### src/rtl/alu_if.sv
`default_nettype none
// ============================================================================
// Module   : alu_if
// Purpose  : Request/response bundle between an ALU command issuer and the
//            alu_responder. One request (two operands plus a 3-bit command)
//            travels over a valid/ready channel; the result comes back over a
//            second valid/ready channel.
// Signals  : req_valid/req_ready      request handshake
//            req_a, req_b, req_cmd    operands and operation code
//            rsp_valid/rsp_ready      response handshake
//            rsp_result, rsp_carry,   result, carry/borrow/overflow flag,
//            rsp_zero                 result-is-zero flag
// Modports : master - command issuer, slave - alu_responder
// Revision : 1.0 - initial release
// ============================================================================
interface alu_if #(
  parameter int WIDTH = 3
);
  logic             req_valid;
  logic             req_ready;
  logic [WIDTH-1:0] req_a;
  logic [WIDTH-1:0] req_b;
  logic [2:0]       req_cmd;
  logic             rsp_valid;
  logic             rsp_ready;
  logic [WIDTH-1:0] rsp_result;
  logic             rsp_carry;
  logic             rsp_zero;

  modport master (
    output req_valid, req_a, req_b, req_cmd, rsp_ready,
    input  req_ready, rsp_valid, rsp_result, rsp_carry, rsp_zero
  );

  modport slave (
    input  req_valid, req_a, req_b, req_cmd, rsp_ready,
    output req_ready, rsp_valid, rsp_result, rsp_carry, rsp_zero
  );
endinterface
`default_nettype wire

### src/rtl/alu_responder.sv
`default_nettype none
// ============================================================================
// Module   : alu_responder
// Purpose  : Serves one ALU operation at a time. Single-cycle commands
//            (ADD, SUB, AND, OR, XOR, SHL, SHR) are computed on accept and
//            the response is presented on the next cycle. MUL runs as an
//            LSB-first shift-add sequence over WIDTH cycles.
// Ports    : clk  - clock, rising edge
//            rst  - asynchronous active-high reset
//            bus  - alu_if slave modport (request and response channels)
// Params   : WIDTH - operand/result width, 2..16
// Revision : 1.0 - initial release
// ============================================================================
module alu_responder #(
  parameter int WIDTH = 3
) (
  input  wire  clk,
  input  wire  rst,
  alu_if.slave bus
);

  localparam int CNT_W = $clog2(WIDTH + 1);
  localparam logic [CNT_W-1:0] LAST_STEP = CNT_W'(WIDTH - 1);
  // Shift amounts at or beyond this value shift everything out.
  localparam logic [WIDTH-1:0] SHIFT_LIM = WIDTH'(WIDTH);

  localparam logic [2:0] CMD_ADD = 3'b000;
  localparam logic [2:0] CMD_SUB = 3'b001;
  localparam logic [2:0] CMD_AND = 3'b010;
  localparam logic [2:0] CMD_OR  = 3'b011;
  localparam logic [2:0] CMD_XOR = 3'b100;
  localparam logic [2:0] CMD_SHL = 3'b101;
  localparam logic [2:0] CMD_SHR = 3'b110;
  localparam logic [2:0] CMD_MUL = 3'b111;

  typedef enum logic [1:0] {
    S_IDLE = 2'd0,
    S_CALC = 2'd1,
    S_DONE = 2'd2
  } state_t;

  // --------------------------------------------------------------------------
  // State
  // --------------------------------------------------------------------------
  state_t             state_q, state_d;
  logic [WIDTH-1:0]   a_q, a_d;           // multiplicand
  logic [2*WIDTH-1:0] acc_q, acc_d;       // {partial product, remaining multiplier}
  logic [CNT_W-1:0]   cnt_q, cnt_d;       // completed multiply steps
  logic               rsp_valid_q, rsp_valid_d;
  logic [WIDTH-1:0]   rsp_result_q, rsp_result_d;
  logic               rsp_carry_q, rsp_carry_d;
  logic               rsp_zero_q, rsp_zero_d;

  // --------------------------------------------------------------------------
  // Single-cycle ALU, evaluated directly on the request operands so the
  // response can be registered on the accept edge.
  // --------------------------------------------------------------------------
  logic [WIDTH:0]   sum_ext;
  logic [WIDTH:0]   diff_ext;
  logic [WIDTH-1:0] alu_result;
  logic             alu_carry;

  always_comb begin
    sum_ext    = {1'b0, bus.req_a} + {1'b0, bus.req_b};
    // The extra top bit of the difference is set exactly when a < b.
    diff_ext   = {1'b0, bus.req_a} - {1'b0, bus.req_b};
    alu_result = '0;
    alu_carry  = 1'b0;
    case (bus.req_cmd)
      CMD_ADD: {alu_carry, alu_result} = sum_ext;
      CMD_SUB: {alu_carry, alu_result} = diff_ext;
      CMD_AND: alu_result = bus.req_a & bus.req_b;
      CMD_OR:  alu_result = bus.req_a | bus.req_b;
      CMD_XOR: alu_result = bus.req_a ^ bus.req_b;
      CMD_SHL: alu_result = (bus.req_b >= SHIFT_LIM) ? '0 : (bus.req_a << bus.req_b);
      CMD_SHR: alu_result = (bus.req_b >= SHIFT_LIM) ? '0 : (bus.req_a >> bus.req_b);
      default: begin
        alu_result = '0;
        alu_carry  = 1'b0;
      end
    endcase
  end

  // --------------------------------------------------------------------------
  // One shift-add multiply step. The low half of the accumulator holds the
  // not-yet-consumed multiplier bits; its LSB decides whether the multiplicand
  // is added into the high half. The add is one bit wider than the high half
  // and that carry shifts back in, so after WIDTH steps the accumulator holds
  // the full 2*WIDTH-bit product.
  // --------------------------------------------------------------------------
  logic [WIDTH-1:0]   mul_addend;
  logic [WIDTH:0]     mul_hi_sum;
  logic [2*WIDTH-1:0] acc_step;
  logic [WIDTH-1:0]   mul_result;
  logic               mul_carry;

  always_comb begin
    mul_addend = acc_q[0] ? a_q : '0;
    mul_hi_sum = {1'b0, acc_q[2*WIDTH-1:WIDTH]} + {1'b0, mul_addend};
    acc_step   = {mul_hi_sum, acc_q[WIDTH-1:1]};
    mul_result = acc_step[WIDTH-1:0];
    mul_carry  = |acc_step[2*WIDTH-1:WIDTH];
  end

  // --------------------------------------------------------------------------
  // Next-state logic
  // --------------------------------------------------------------------------
  always_comb begin
    state_d      = state_q;
    a_d          = a_q;
    acc_d        = acc_q;
    cnt_d        = cnt_q;
    rsp_valid_d  = rsp_valid_q;
    rsp_result_d = rsp_result_q;
    rsp_carry_d  = rsp_carry_q;
    rsp_zero_d   = rsp_zero_q;

    case (state_q)
      S_IDLE: begin
        // req_ready is high throughout IDLE outside reset, so req_valid
        // alone marks the accept edge here.
        if (bus.req_valid) begin
          a_d = bus.req_a;
          if (bus.req_cmd == CMD_MUL) begin
            acc_d   = {{WIDTH{1'b0}}, bus.req_b};
            cnt_d   = '0;
            state_d = S_CALC;
          end else begin
            rsp_result_d = alu_result;
            rsp_carry_d  = alu_carry;
            rsp_zero_d   = (alu_result == '0);
            rsp_valid_d  = 1'b1;
            state_d      = S_DONE;
          end
        end
      end

      S_CALC: begin
        acc_d = acc_step;
        cnt_d = cnt_q + CNT_W'(1);
        if (cnt_q == LAST_STEP) begin
          rsp_result_d = mul_result;
          rsp_carry_d  = mul_carry;
          rsp_zero_d   = (mul_result == '0);
          rsp_valid_d  = 1'b1;
          state_d      = S_DONE;
        end
      end

      S_DONE: begin
        // Response fields stay as they are after the handshake; only
        // rsp_valid drops.
        if (bus.rsp_ready) begin
          rsp_valid_d = 1'b0;
          state_d     = S_IDLE;
        end
      end

      default: begin
        state_d     = S_IDLE;
        rsp_valid_d = 1'b0;
      end
    endcase
  end

  // --------------------------------------------------------------------------
  // Registers
  // --------------------------------------------------------------------------
  always_ff @(posedge clk or posedge rst) begin
    if (rst) begin
      state_q      <= S_IDLE;
      a_q          <= '0;
      acc_q        <= '0;
      cnt_q        <= '0;
      rsp_valid_q  <= 1'b0;
      rsp_result_q <= '0;
      rsp_carry_q  <= 1'b0;
      rsp_zero_q   <= 1'b0;
    end else begin
      state_q      <= state_d;
      a_q          <= a_d;
      acc_q        <= acc_d;
      cnt_q        <= cnt_d;
      rsp_valid_q  <= rsp_valid_d;
      rsp_result_q <= rsp_result_d;
      rsp_carry_q  <= rsp_carry_d;
      rsp_zero_q   <= rsp_zero_d;
    end
  end

  // --------------------------------------------------------------------------
  // Outputs
  // --------------------------------------------------------------------------
  // Gating with rst keeps req_ready low for the whole reset pulse even though
  // the state register already reads IDLE.
  assign bus.req_ready  = (state_q == S_IDLE) && !rst;
  assign bus.rsp_valid  = rsp_valid_q;
  assign bus.rsp_result = rsp_result_q;
  assign bus.rsp_carry  = rsp_carry_q;
  assign bus.rsp_zero   = rsp_zero_q;

endmodule
`default_nettype wire
### src/flat_wrapper.sv
// flat-port wrapper written by rule: the top's interface ports become plain ports
module alu_responder_flat 
#(
  parameter int WIDTH = 3
)
  (clk, rst, bus_req_valid, bus_req_a, bus_req_b, bus_req_cmd, bus_rsp_ready, bus_req_ready, bus_rsp_valid, bus_rsp_result, bus_rsp_carry, bus_rsp_zero);
  alu_if #(.WIDTH(WIDTH)) bus_i ();
  input  wire clk;
  input  wire rst;
  input wire logic [$bits(bus_i.req_valid)-1:0] bus_req_valid;
  input wire logic [$bits(bus_i.req_a)-1:0] bus_req_a;
  input wire logic [$bits(bus_i.req_b)-1:0] bus_req_b;
  input wire logic [$bits(bus_i.req_cmd)-1:0] bus_req_cmd;
  input wire logic [$bits(bus_i.rsp_ready)-1:0] bus_rsp_ready;
  output wire logic [$bits(bus_i.req_ready)-1:0] bus_req_ready;
  output wire logic [$bits(bus_i.rsp_valid)-1:0] bus_rsp_valid;
  output wire logic [$bits(bus_i.rsp_result)-1:0] bus_rsp_result;
  output wire logic [$bits(bus_i.rsp_carry)-1:0] bus_rsp_carry;
  output wire logic [$bits(bus_i.rsp_zero)-1:0] bus_rsp_zero;
  assign bus_i.req_valid = bus_req_valid;
  assign bus_i.req_a = bus_req_a;
  assign bus_i.req_b = bus_req_b;
  assign bus_i.req_cmd = bus_req_cmd;
  assign bus_i.rsp_ready = bus_rsp_ready;
  assign bus_req_ready = bus_i.req_ready;
  assign bus_rsp_valid = bus_i.rsp_valid;
  assign bus_rsp_result = bus_i.rsp_result;
  assign bus_rsp_carry = bus_i.rsp_carry;
  assign bus_rsp_zero = bus_i.rsp_zero;
  alu_responder #(.WIDTH(WIDTH)) u_core (.clk(clk), .rst(rst), .bus(bus_i));
endmodule
### config.mk
export PLATFORM = sky130hd
export DESIGN_NAME = alu_responder_flat
export DESIGN_NICKNAME = d
export VERILOG_FILES = /design/src/rtl/alu_if.sv /design/src/rtl/alu_responder.sv /design/src/flat_wrapper.sv
export SDC_FILE = /design/constraint.sdc
export NUM_CORES = 1
export LEC_CHECK = 0
export BUFFER_PORTS_ARGS = -buffer_cell sky130_fd_sc_hd__buf_4
export CAP_MARGIN = 10
export CORE_UTILIZATION = 52
export DETAILED_ROUTE_END_ITERATION = 7
export PLACE_DENSITY = 0.76
export SLEW_MARGIN = 30
export SYNTH_ARGS = -nofsm -noshare
export SYNTH_HDL_FRONTEND = slang
export SYNTH_SLANG_ARGS = --single-unit
export TNS_END_PERCENT = 30
### constraint.sdc
create_clock -name clk -period 1.5 [get_ports clk]
set_input_delay 0.375 -clock clk [delete_from_list [all_inputs] [get_ports clk]]
set_output_delay 0.375 -clock clk [all_outputs]
set_load 0.02 [all_outputs]
### Word-level counts from Yosys, hierarchy flattened

Cells that the tools add are included.
W data, S select, Z words.

| storage, ports and cells | value |
|---|---|
| bits in registers | 19 |
| latch bits | 0 |
| bits in writable memories | 0 |
| bits in read-only memories | 0 |
| bits of input ports | 13 |
| output and inout bits | 7 |
| logic and storage cells | 79 |
| memories | 0 |

| cells by class | value |
|---|---|
| $add $sub $neg | 4 |
| multiply operators | 0 |
| div/mod/pow operators | 0 |
| order comparisons | 1 |
| eq/ne operators | 15 |
| shift-type cells | 2 |
| multiplexer cells | 33 |
| bitwise gates (word level) | 3 |
| reductions and logical operators | 13 |

Operator list:

| operator | number |
|---|---|
| $pmux W3 S7 | 1 |
| $mux W3 | 6 |
| $eq A3 B3 Y1 const B | 4 |
| $mux W2 | 6 |
| $mux W6 | 2 |
| $pmux W6 S2 | 1 |
| $mux W1 | 10 |
| $logic_not A3 Y1 | 3 |
| $add A3 B3 Y4 | 2 |
| $reduce_and A4 Y1 | 2 |
| $eq A3 B2 Y1 const B | 2 |
| $ne A2 B2 Y1 const B | 3 |
| $pmux W1 S2 | 3 |
| $pmux W2 S3 | 1 |
| $pmux W3 S2 | 1 |
| $reduce_and A3 Y1 | 2 |
| $eq A2 B2 Y1 const B | 2 |
| $ne A2 B1 Y1 const B | 2 |
| $pmux W2 S2 | 1 |
| $sub A3 B3 Y4 | 1 |
| $and A3 B3 Y3 | 1 |
| $eq A3 B1 Y1 const B | 1 |
| $ge A3 B2 Y1 const B | 1 |
| $or A3 B3 Y3 | 1 |
| 12 further kinds | 12 |

### Depth between registers and ports, before layout

| logic depth | value |
|---|---|
| depth after elaboration | 7 |
| gate-level depth with buffers | 10 |
| depth with buffers taken out | 10 |

### Least setup slack after synthesis

OpenSTA, ideal clock, no wires.

| path | value |
|---|---|
| path kind | input to register |
| start point | in bus_req_b[1] |
| end point | reg u_core.rsp_zero_q, in the netlist u_core.bus.rsp_zero |
| setup time | 121 ps |
| data arrival time | 1804 ps |
| required time | 1379 ps |
| path slack | -425 ps |
| cell stages on the path | 9 |
| path buffers | 1 |
| cell sequence | buf_2 inv_1 fa_1 xor2_1 nor4b_1 nor2_1 nand4_1 nor3_2 o22a_1 |

| between the ends | value |
|---|---|
| longest elaborated chain between the ends | 7 |
| elaborated cells on any way between the ends | 15 |
| those cells by class | add/sub (2); order compare (1); shift (2); mux (6); bitwise (3); reduce/logical (1) |

Ends and longest elaborated chain:

| item | line | text |
|---|---|---|
| start, declared | flat_wrapper.sv:12 | `input wire logic [$bits(bus_i.req_b)-1:0] bus_req_b;` |
| $ge A3 B2 Y1, or another cell as far along | alu_responder.sv:75, alu_responder.sv:76 |  |
| $mux W3, on equally long branches | alu_responder.sv:76, alu_responder.sv:75 |  |
| $pmux W3 S7 (*) | alu_responder.sv:69 | `case (bus.req_cmd)` |
| $logic_not A3 Y1 (*) | alu_responder.sv:131 | `rsp_zero_d = (alu_result == '0);` |
| $mux W1 (*) | alu_responder.sv:124 | `if (bus.req_cmd == CMD_MUL) begin` |
| $mux W1 (*) | alu_responder.sv:122 | `if (bus.req_valid) begin` |
| $pmux W1 S2 (*) | alu_responder.sv:118 | `case (state_q)` |
| end signal, assigned | alu_responder.sv:187 | `rsp_zero_q <= rsp_zero_d;` |
| end, declared | alu_responder.sv:52 | `logic rsp_zero_q, rsp_zero_d;` |

Mark *: on every way between the ends. The rest lies on a longest branch, timed or not. The select of a mux whose other input is x is not followed.
A chain may end at the register's enable or synchronous reset.

### Final worst setup path

| path | value |
|---|---|
| start point | in bus_req_a[0] |
| end point | reg u_core.rsp_zero_q, in the netlist u_core.bus.rsp_zero |

| between the ends | value |
|---|---|
| longest elaborated chain between the ends | 7 |
| elaborated cells on any way between the ends | 14 |
| those cells by class | add/sub (2); shift (2); mux (6); bitwise (3); reduce/logical (1) |

Ends and longest elaborated chain:

| item | line | text |
|---|---|---|
| start, declared | flat_wrapper.sv:11 | `input wire logic [$bits(bus_i.req_a)-1:0] bus_req_a;` |
| $shr A3 B3 Y3 or $shl A3 B3 Y3 (tied branches) | alu_responder.sv:76, alu_responder.sv:75 |  |
| $mux W3, on equally long branches | alu_responder.sv:76, alu_responder.sv:75 |  |
| $pmux W3 S7 (*) | alu_responder.sv:69 |  |
| $logic_not A3 Y1 (*) | alu_responder.sv:131 |  |
| $mux W1 (*) | alu_responder.sv:124 |  |
| $mux W1 (*) | alu_responder.sv:122 |  |
| $pmux W1 S2 (*) | alu_responder.sv:118 |  |

Marks and branches as above.

==> impl_metrics.toml <==
[outcome]
status = "finished with violations"
violations = "negative setup slack"

[sta]
slew_headroom = 0.7271
fin_skew_ns = 0.01157
finalCriticalPeriod_ns = 1.790
setup_viol = 5
rsz0062_at_grt = "true"
worst_pin_slew_ns = 0.4041
fmax_mhz = 558.8
setup_ws_ns = -0.2896
slew_viol_final = 0
fin_setup_tns_ns = -0.8198
finalHoldViolCount = 0
fin_crit_sh = 1.193

[synth]
yosys_warnings = 0
yosysMostFrequentCell = "dfrtp_1"
syn_area_mm2 = 0.001549
synthTopCellsByCount = "dfrtp_1, nand2_1, a21oi_1, inv_1, ha_1"
mappedNetlistNets = 204
ys_ff_latch = 19
synth_area_leader_cell = "dfrtp_1"
avgSynthCellArea_um2 = 8.902
synth_top_area_frac = 0.3069
synth_edf_count = 0
netlist_instances = 174
async_flop_share = 1.000
synth_top_cells_by_area = "dfrtp_1, ha_1, a21oi_1"
ys_seq_area_frac = 0.3069
ys_types = 43
yosys_most_used_dff = "dfrtp_1"

[floorplan]
start_util = 0.5569
coreArea_mm2 = 0.002781
num_rows = 19
die_width_um = 56.58
die_h_um = 56.58
ios = 20
die-area_mm2 = 0.003201

[pwr]
power_switching_mw = 1.091
p_int_mw = 1.528
power-per-cell-area_mw_per_mm2 = 1238
vdd_drop_max_mv = 1.182
seqPwrFrac = 0.347
p_sw_frac = 0.4165
p_comb_frac = 0.544
cellLeakagePower_nw = 0.9675
power_frac_clock = 0.110

[global_routing]
grt_max_degree = 20
grt.total_usage = 0.2648
overflow = 0
antenna_found_initial = 0
grt_pass1_vias = 1498
grt_pass1_wl_um = 6734

[setup_path]
start_kind = "primary input"
r2r_setup_slack_ns = -0.19
crit_type = "in -> reg"
end_kind = "register"
cp_max_fo = 4
worstPathArrival_ns = 2.05
cp.required_ns = 1.76

[clocking]
cts_root_buf = "clkbuf_4"
cts_tree = "yes"
clock_path_buffers = 2
clkTransAtPathRegs_ns = 0.13
cts_hold_buf = 0
cts-htree-levels = 1
numCtsBuffers = 3
clock-sinks = 19
clock_latency_ns = 0.32

[final_layout]
instances_no_fill = 252
area_growth_pct = 36.59
fin_util = 0.7607
antenna_cells = 0
layout-drive-gt1-share = 0.3846
layout.nets = 252

[drt]
wl_per_cell_um = 16.51
vias = 1514
wirelength_um = 4161
avgViaCountPerCell = 6.008
drt_first_pass_iters = 5
drc_errors = 0
drt_iter0_drc = 77
drtAntennaViolNets = 0

[placement]
dp_hpwl_um = 2969
dp_cells = 246
gp_congestion = 0.9157
place.port_buffers = 19
place_ws_ns = -0.5871

[job]
maxCapViolCount = 0

[worst_hold_path]
hp-class = "in -> async"
## path summary, 6_finish.rpt
kind                                           from                       end  depth (start not counted)
max                                    bus_req_a[0]       u_core.bus.rsp_zero                         11
min                                             rst           u_core.acc_q[1]                          3
max reg2reg                           u_core.a_q[0]      u_core.bus.rsp_carry                          7
min reg2reg                u_core.bus.rsp_result[0]  u_core.bus.rsp_result[0]                          2
max in group asynchronous                       rst           u_core.acc_q[0]                          3
min in group clk                      bus_rsp_ready         u_core.state_q[1]                          2
## cell usage in the layout (no fill, tap or decap), types with 3 or more instances in the layout
cell,n
dfrtp_1,19
o22ai_1,5
nand2b_1,7
ha_4,4
inv_1,11
clkbuf_4,3
a21o_1,3
o21ai_0,5
buf_4,47
nor2_1,7
fa_2,3
nor3_1,3
o21ai_1,3
o31ai_1,3
nor2b_1,4
nand3b_1,5
a21oi_1,13
nand2_1,15
ha_1,9
mux2i_1,5
mux2_2,3
## power groups by stage
stage / logic [mW] / registers [mW] / clock network, mW
final: 1.42 / 0.908 / 0.287
after global routing: 1.53 / 0.938 / 0.299
after CTS: 1.23 / 0.878 / 0.276
after detailed placement: 1.17 / 0.894 / 0
after global placement: 1.12 / 0.882 / 0
after floorplan: 0.666 / 0.944 / 0
## layout make-up
class | count | area, um^2
multi-input cells | 132 | 1087
fillers | 182 | 665.6
flip-flops and latches | 19 | 475.5
repair buffers | 51 | 415.4
inverters | 15 | 71.32
well taps | 31 | 38.79
clock buffers | 3 | 22.52
clock inverters | 1 | 5.005
## sequential cells by signal, summed over array words and instances, names as in the netlist
register / flops
u_core.acc_q: 6
u_core.a_q: 3
u_core.bus.rsp_result: 3
u_core.cnt_q: 2
u_core.state_q: 2
u_core.bus.rsp_carry: 1
u_core.bus.rsp_valid: 1
u_core.bus.rsp_zero: 1
## through the flow
stage	power, mW	cell area, um^2	hold slack [ns]
2_1_floorplan	1.610	1589	0.3261
3_3_place_gp	2.007	1956	0.4232
3_5_place_dp	2.062	1956	0.4326
4_1_cts	2.386	2027	0.09662
5_1_grt	2.762	2116	0.1187
6_report	2.619	2116	0.07600
## worst max-delay path: stages
cell     delay (ns)
buf_12         0.11
inv_12         0.04
ha_4           0.12
inv_2          0.04
fa_2           0.35
xor2_1         0.18
nor4b_2        0.07
nor2_1         0.17
nand4_1        0.20
nor3_2         0.23
o22a_1         0.15
## per-layer routing
layer | GRT usage | wire length, um | up-vias
met1 | 0.3387 | 1767 | 728
met4 | 0.07666 | 70 | 0
li1 | - | - | 709
met5 | 0 | 0 | -
met3 | 0.03226 | 197 | 10
met2 | 0.4655 | 2126 | 67
## timing repair
action	4_1_cts	5_1_grt
pin swaps	7	11
hold endpoints to repair	0	0
buffers inserted	2	0
resized for setup	11	17
gates cloned	0	0
setup endpoints to repair	8	9
## kinds of logic (layout without fill, tap and decap cells)
logic type                 Yosys count  in the layout  synth area share
DFF                                 19             19            0.3069
adders and majority gates           17             17            0.1519
and+or+nand+nor                     56             56            0.2027
muxes                                8              8           0.05412
AOI/OAI and AO/OA                   48             48            0.2036
buffers and inverters               23             70           0.06381
xor gates and xnor gates             3              3           0.01697
No activity file was read; power rests on OpenSTA's default activity.
